$ cat config.mk
export PLATFORM = sky130hd
export DESIGN_NAME = node_reg_fifo
export DESIGN_NICKNAME = d
export VERILOG_FILES = /design/src/rtl/node_reg_fifo.sv
export SDC_FILE = /design/constraint.sdc
export NUM_CORES = 1
export LEC_CHECK = 0
export CORE_MARGIN = 2
export CORE_UTILIZATION = 45
export DETAILED_ROUTE_END_ITERATION = 16
export HOLD_SLACK_MARGIN = 0.08
export PLACE_DENSITY = 0.66
export SLEW_MARGIN = 20
export SYNTH_ARGS = -nofsm -noshare
export SYNTH_HDL_FRONTEND = slang
export SYNTH_SLANG_ARGS = --single-unit
export TNS_END_PERCENT = 30
$ cat constraint.sdc
create_clock -name clk -period 3.2 [get_ports clk]
set_clock_uncertainty 0.15 [all_clocks]
set_input_delay 0.96 -clock clk [delete_from_list [all_inputs] [get_ports clk]]
set_output_delay 0.96 -clock clk [all_outputs]
set_load 0.02 [all_outputs]
$ cat src/rtl/node_reg_fifo.sv
// Registered-handshake FIFO stage: every handshake output comes straight from a flop.
// Optional saturating downstream-stall counter enabled by NODE_REG_FIFO_STALL_CNT_EN.
module node_reg_fifo #(
  parameter int unsigned WIDTH = 32,
  parameter int unsigned DEPTH = 4
) (
  input  logic                       clk,
  input  logic                       rst_n,
  input  logic [WIDTH-1:0]           data_in,
  input  logic                       valid_up_in,
  input  logic                       ready_down_in,
  output logic [WIDTH-1:0]           data_out,
  output logic                       valid_down_out,
  output logic                       ready_up_out,
  output logic [$clog2(DEPTH+1)-1:0] count
`ifdef NODE_REG_FIFO_STALL_CNT_EN
  ,
  output logic [15:0]                stall_cnt
`endif
);

  localparam int unsigned AW = $clog2(DEPTH);
  localparam int unsigned CW = $clog2(DEPTH + 1);

  logic [WIDTH-1:0] mem_q [DEPTH];
  logic [AW-1:0]    wr_ptr_q, wr_ptr_d;
  logic [AW-1:0]    rd_ptr_q, rd_ptr_d;
  logic [CW-1:0]    count_q, count_d;
  logic [WIDTH-1:0] data_q, data_d;
  logic             valid_q, valid_d;
  logic             ready_q, ready_d;
  logic             up_fire, down_fire;

  always_comb begin
    up_fire   = valid_up_in & ready_q;
    down_fire = valid_q & ready_down_in;
    wr_ptr_d  = wr_ptr_q + AW'(up_fire);
    rd_ptr_d  = rd_ptr_q + AW'(down_fire);
    count_d   = count_q + CW'(up_fire) - CW'(down_fire);
    ready_d   = (count_d < CW'(DEPTH));
    valid_d   = (count_d != '0);
    data_d    = data_q;
    // The incoming word becomes the new head when nothing else remains after this cycle's pop.
    if (count_d != '0) begin
      if (up_fire && ((count_q - CW'(down_fire)) == '0)) begin
        data_d = data_in;
      end else begin
        data_d = mem_q[rd_ptr_d];
      end
    end
  end

  always_ff @(posedge clk) begin
    if (up_fire) begin
      mem_q[wr_ptr_q] <= data_in;
    end
  end

  always_ff @(posedge clk or negedge rst_n) begin
    if (!rst_n) begin
      wr_ptr_q <= '0;
      rd_ptr_q <= '0;
      count_q  <= '0;
      data_q   <= '0;
      valid_q  <= 1'b0;
      ready_q  <= 1'b0;
    end else begin
      wr_ptr_q <= wr_ptr_d;
      rd_ptr_q <= rd_ptr_d;
      count_q  <= count_d;
      data_q   <= data_d;
      valid_q  <= valid_d;
      ready_q  <= ready_d;
    end
  end

  assign data_out       = data_q;
  assign valid_down_out = valid_q;
  assign ready_up_out   = ready_q;
  assign count          = count_q;

`ifdef NODE_REG_FIFO_STALL_CNT_EN
  logic [15:0] stall_q, stall_d;

  always_comb begin
    stall_d = stall_q;
    if (valid_q && !ready_down_in && (stall_q != '1)) begin
      stall_d = stall_q + 16'd1;
    end
  end

  always_ff @(posedge clk or negedge rst_n) begin
    if (!rst_n) begin
      stall_q <= '0;
    end else begin
      stall_q <= stall_d;
    end
  end

  assign stall_cnt = stall_q;
`endif

endmodule
; Yosys cells after proc, flatten, opt, wreduce, memory -nomap -nowiden
; Memories as Yosys holds them, arrays and structs flattened.
; Cells that the tools add are included.
[word_totals]
reg_bits = 41
ramBits = 128
input_bits = 36
output_inout_bits = 37
wordCells = 21
memories = 1
[op_classes]
n_addsub = 5
order_cmp = 1
muxes = 3
bitwise_logic = 2
n_reduce_logical = 3
[memory_table]
columns = memory, depth, width, rd, rd_ports_with_merged_regs, write_ports, line
row1 = mem_q, 4, 32, 1, 0, 1, 25  ; logic [WIDTH-1:0] mem_q [DEPTH];
[op_table]
columns = operator, n
row1 = 32-bit two-way mux, 1
row2 = 3-bit by 1-bit subtractor with 3-bit output, 2
row3 = 2-bit by 1-bit adder with 2-bit output, 2
row4 = 3-bit by 1-bit adder with 3-bit output, 1
row5 = 3-bit logical NOT, 1
row6 = 3-bit less-than comparator (second input constant), 1
row7 = 3-bit nonzero test, 1
row8 = 1-bit AND, 2
row9 = 1-bit two-way mux, 2
row10 = 1-bit logical AND, 1

; Logic depth before layout (Yosys ltp)
[depth]
word_depth = 5
depth_mapped = 10
depth_no_buf = 8

; Worst setup path before layout
; No wires, ideal clock.
[synth_timing]
path_kind = in2reg
start = input port valid_up_in
end = memory mem_q[1][0], enable pin
setup_ns = 0.468
t_arrival_ns = 3.524
setup_slack_ns = -0.942
path_stages = 2
path_cell_list = nand2_1 -> nor3b_1
[synth_between]
elab_chain_cells = 3
[synth_lines]
columns = item, line
row1 = from (decl), 10  ; input logic valid_up_in,
row2 = 1-bit AND, 35  ; up_fire = valid_up_in & ready_q;
row3 = 1-bit two-way mux, 54  ; if (up_fire) begin
row4 = 1-bit two-way mux (not written as such), 55  ; mem_q[wr_ptr_q] <= data_in;
row5 = to (decl), 25
; Every way passes these cells.

; Worst setup path after layout
[layout_timing]
start = input port ready_down_in
end = register data_q[22], in the netlist data_out[22]
[layout_between]
elab_cells_between_ends = 9
cone_classes = add/sub: 3 / mux: 1 / bitwise: 1 / reduce/logical: 3 / memory: 1
[layout_rtl]
columns = item, line
row1 = from (decl), 11  ; input logic ready_down_in,
row2 = 1-bit AND, 36  ; down_fire = valid_q & ready_down_in;
row3 = 3-bit by 1-bit subtractor with 3-bit output, 39  ; count_d = count_q + CW'(up_fire) - CW'(down_fire);
row4 = named net count_d[1], 28  ; logic [CW-1:0] count_q, count_d;
row5 = 3-bit nonzero test, 44  ; if (count_d != '0) begin
row6 = to (signal assigned), 71  ; data_q <= data_d;
row7 = to (decl), 29  ; logic [WIDTH-1:0] data_q, data_d;
; The timed path passes the listed nets, and every way through them passes these cells.
; A chain may end at the register's enable or synchronous reset.

==> results.toml <==
[floorplan]
die_w_um = 125
dieHeight_um = 125
rows = 44
ios = 73
dieArea_um2 = 15500
start_util = 0.456
core_area_um2 = 14400

[route]
drc = 0
ant_nets = 0
wl_um = 13600
vias = 3613
wl_per_cell_um = 20.0
viasPerCell = 5.33
first_pass_iters = 4
drt-initial-drc-count = 203

[global_routing]
grt_pass1_vias = 3858
antenna_found_initial = 0
track_usage = 0.184
grt_max_degree = 26
grt_pass1_wl_um = 21200
gr-total-overflow = 0

[timing]
period_minus_slack_ps = 2940
relSlewSlack = 0.587
slew_violations = 0
setup-violations-final = 0
max_freq_mhz = 340
rsz0062_at_grt = "no"
worstMarginPinSlew_ps = 620
worst_hold_slack_ps = 394
period_share = 0.918
hold_viol_final = 0

[synthesis]
synthesis.area_um2 = 6560
synth-compound-area-share = 0.0321
syn_nets = 417
synth_area_leader_cell = "edfxtp_1"
synth_top_family_by_area = "multiplexers"
seq_area_frac_synth = 0.743
synth_edf_count = 128
yosysTopAreaCellShare = 0.586
synthXorXnorAreaFrac = 0.00783
synthCells = 377
syn_avg_cell_area_um2 = 17.4
netlist_top_cells_count = "edfxtp_1, nand2_1, dfrtp_1, a31oi_1, nor2_1"
synthAdderAreaFrac = 0.00878
yosys_warnings = 0
ys_ff_latch = 169
synthDistinctLibCells = 27
async_flop_share = 0.243
synth_top_flop_cell = "edfxtp_1"
yosysMostFrequentCell = "edfxtp_1"
synthTopCellsByArea = "edfxtp_1, dfrtp_1, mux4_1"
synth-simple-area-share = 0.0678
muxShareOfSynthArea = 0.120

[clocking]
cts_buffer_depth = 2
clk_pin_slew_ps = 60
clk_latency_ps = 420
cts_hold_buf = 0
cts_buffers = 17
cts-root-buf = "clkbuf_16"
cts_tree = "done"
cts_max_level = 4
clock-sinks = 169

[power_and_ir_drop]
power_switching_w = 0.00285
p_sw_frac = 0.322
seqPwrFrac = 0.359
combPwrFrac = 0.422
powerDensity_nw_per_um2 = 1060
pwr-share-clk = 0.218
p_leak_nw = 3.08
p_int_w = 0.00601
ir_drop_v = 0.000504

[critical_path]
endpoint_kind = "flip-flop"
worst-path-max-fanout = 16
cp_slowest_cell = "fa_2"
critical_path.most_common_cell = "buf_4"
cpPeakStageDelay_ps = 570
setup.worst_path.start_class = "input port"
crit_path_cell_trace = "dlymetal6s2s_1 -> and2_4 -> xnor2_2 -> ha_2 -> fa_2 -> nor3_2 -> buf_4 -> mux2i_4 -> buf_4 -> bufbuf_16 -> nor2_1 -> a31oi_1"
cp_data_required_time_ps = 3390
arrival_ps = 3130
critPathKind = "input port to flip-flop"

[placement]
hpwl_um = 8380
place_congestion = 0.742
placed_area_um2 = 7750
port_buffers = 72

[layout]
diodes = 0
fin_area_um2 = 8400
nFillCells = 1092
nets = 521
drive_gt1_frac = 0.190
syn2layout_area_growth_pct = 28.1

[job]
maxCapViolCount = 0

[status]
status = "finished clean"

[worst_hold_path]
worstHoldPathType = "flip-flop to flip-flop"
[cells by family (layout without fill, tap and decap cells)]
| group | Yosys count | count (layout) |
|---|---|---|
| compound gates | 33 | 33 |
| xor+xnor | 5 | 5 |
| simple gates | 109 | 109 |
| fa+ha+maj | 4 | 4 |
| mux | 33 | 33 |
| flops | 169 | 169 |
| buf+inv | 24 | 141 |
[metrics by stage]
| stage | std cells | util | setup TNS [ps] | total power, W | setup slack (ps) |
|---|---|---|---|---|---|
| CTS | 678 | 0.583 | 0 | 0.00893 | 0.486 |
| finish | 678 | 0.584 | 0 | 0.00886 | 262 |
| global route | 678 | 0.584 | 0 | 0.00932 | 184 |
| detailed placement | 643 | 0.539 | -12120 | 0.00677 | -408 |
| floorplan | 377 | - | -53490 | 0.00532 | -937 |
| global placement | 643 | 0.539 | -9520 | 0.00668 | -317 |
[what timing repair did]
| item | in CTS | in global routing |
|---|---|---|
| buffers inserted | 2 | 0 |
| gates resized for setup | 5 | 6 |
| pin swaps | 1 | 3 |
| cloned | 1 | 0 |
| setup endpoints to repair | 1 | 24 |
| hold endpoints to repair | 0 | 0 |
[layout make-up]
| cell class | instances | area, um^2 | share of cell area |
|---|---|---|---|
| clock buffers | 22 | 454 | 0.0541 |
| clock inverters | 10 | 101 | 0.0121 |
| inverters | 3 | 11.3 | 0.00134 |
| multi-input cells | 184 | 1640 | 0.195 |
| flip-flops and latches | 169 | 4870 | 0.580 |
| well taps | 184 | 230 | 0.0274 |
| repair buffers | 106 | 1090 | 0.130 |
[registers in the layout, indices dropped and copies added (netlist names)]
name and count:
rd_ptr_q 2, wr_ptr_q 2, valid_down_out 1, mem_q 128
data_out 32, count 3, ready_up_out 1
[critical path, delay by kind of cell]
family          cells  cell delay [ps]
mux                 1              160
simple gates        3              260
fa+ha+maj           2              770
compound gates      1              130
buf+inv             4              720
xor+xnor            1              130
[worst paths after layout]
path                                     startpoint                       end  slack [ps]  cells after the start
min                         data_out[4]$_DFFE_PN0P_   data_out[4]$_DFFE_PN0P_         390                      2
max in group asynchronous                     rst_n  data_out[17]$_DFFE_PN0P_        1890                      2
max                                   ready_down_in  data_out[22]$_DFFE_PN0P_         260                     12
min in group asynchronous                     rst_n   data_out[1]$_DFFE_PN0P_         400                      1
min reg2reg                 data_out[4]$_DFFE_PN0P_   data_out[4]$_DFFE_PN0P_         390                      2
max reg2reg                valid_down_out$_DFF_PN0_  data_out[22]$_DFFE_PN0P_         500                     11
[power by group through the flow]
stage | registers, W | clock network (W) | logic (W)
3_5_place_dp | 0.00323 | 0 | 0.00355
6_report | 0.00319 | 0.00193 | 0.00374
2_1_floorplan | 0.00345 | 0 | 0.00187
4_1_cts | 0.00319 | 0.00197 | 0.00377
5_1_grt | 0.00323 | 0.00206 | 0.00402
3_3_place_gp | 0.00321 | 0 | 0.00347
[placed cells by master (no fill, tap or decap), types with 2 or more instances in the layout]
master,netlist,layout
edfxtp_1,128,128
ha_2,0,2
clkinv_2,0,3
bufinv_16,0,2
nor2_1,32,32
a31oi_1,32,32
xnor2_2,0,2
dfrtp_1,41,41
nor3b_2,0,2
dlymetal6s2s_1,0,2
clkbuf_16,0,17
buf_12,0,7
clkinvlp_4,0,2
clkbuf_1,2,4
nor3_2,0,2
mux4_2,17,17
nand2_1,66,65
buf_4,5,25
clkdlybuf4s50_1,0,69
mux4_1,15,15
clkinv_1,0,3
inv_1,3,3
[layer usage]
metal | part of all wire | vias to the layer above | routed length, um | track usage
li1 | - | 1658 | - | -
met4 | 0.016 | 0 | 218 | 0.0720
met5 | 0 | - | 0 | 0
met3 | 0.034 | 17 | 467 | 0.0464
met1 | 0.45 | 1867 | 6070 | 0.237
met2 | 0.50 | 71 | 6790 | 0.301
(Power assumes the default switching activity.)
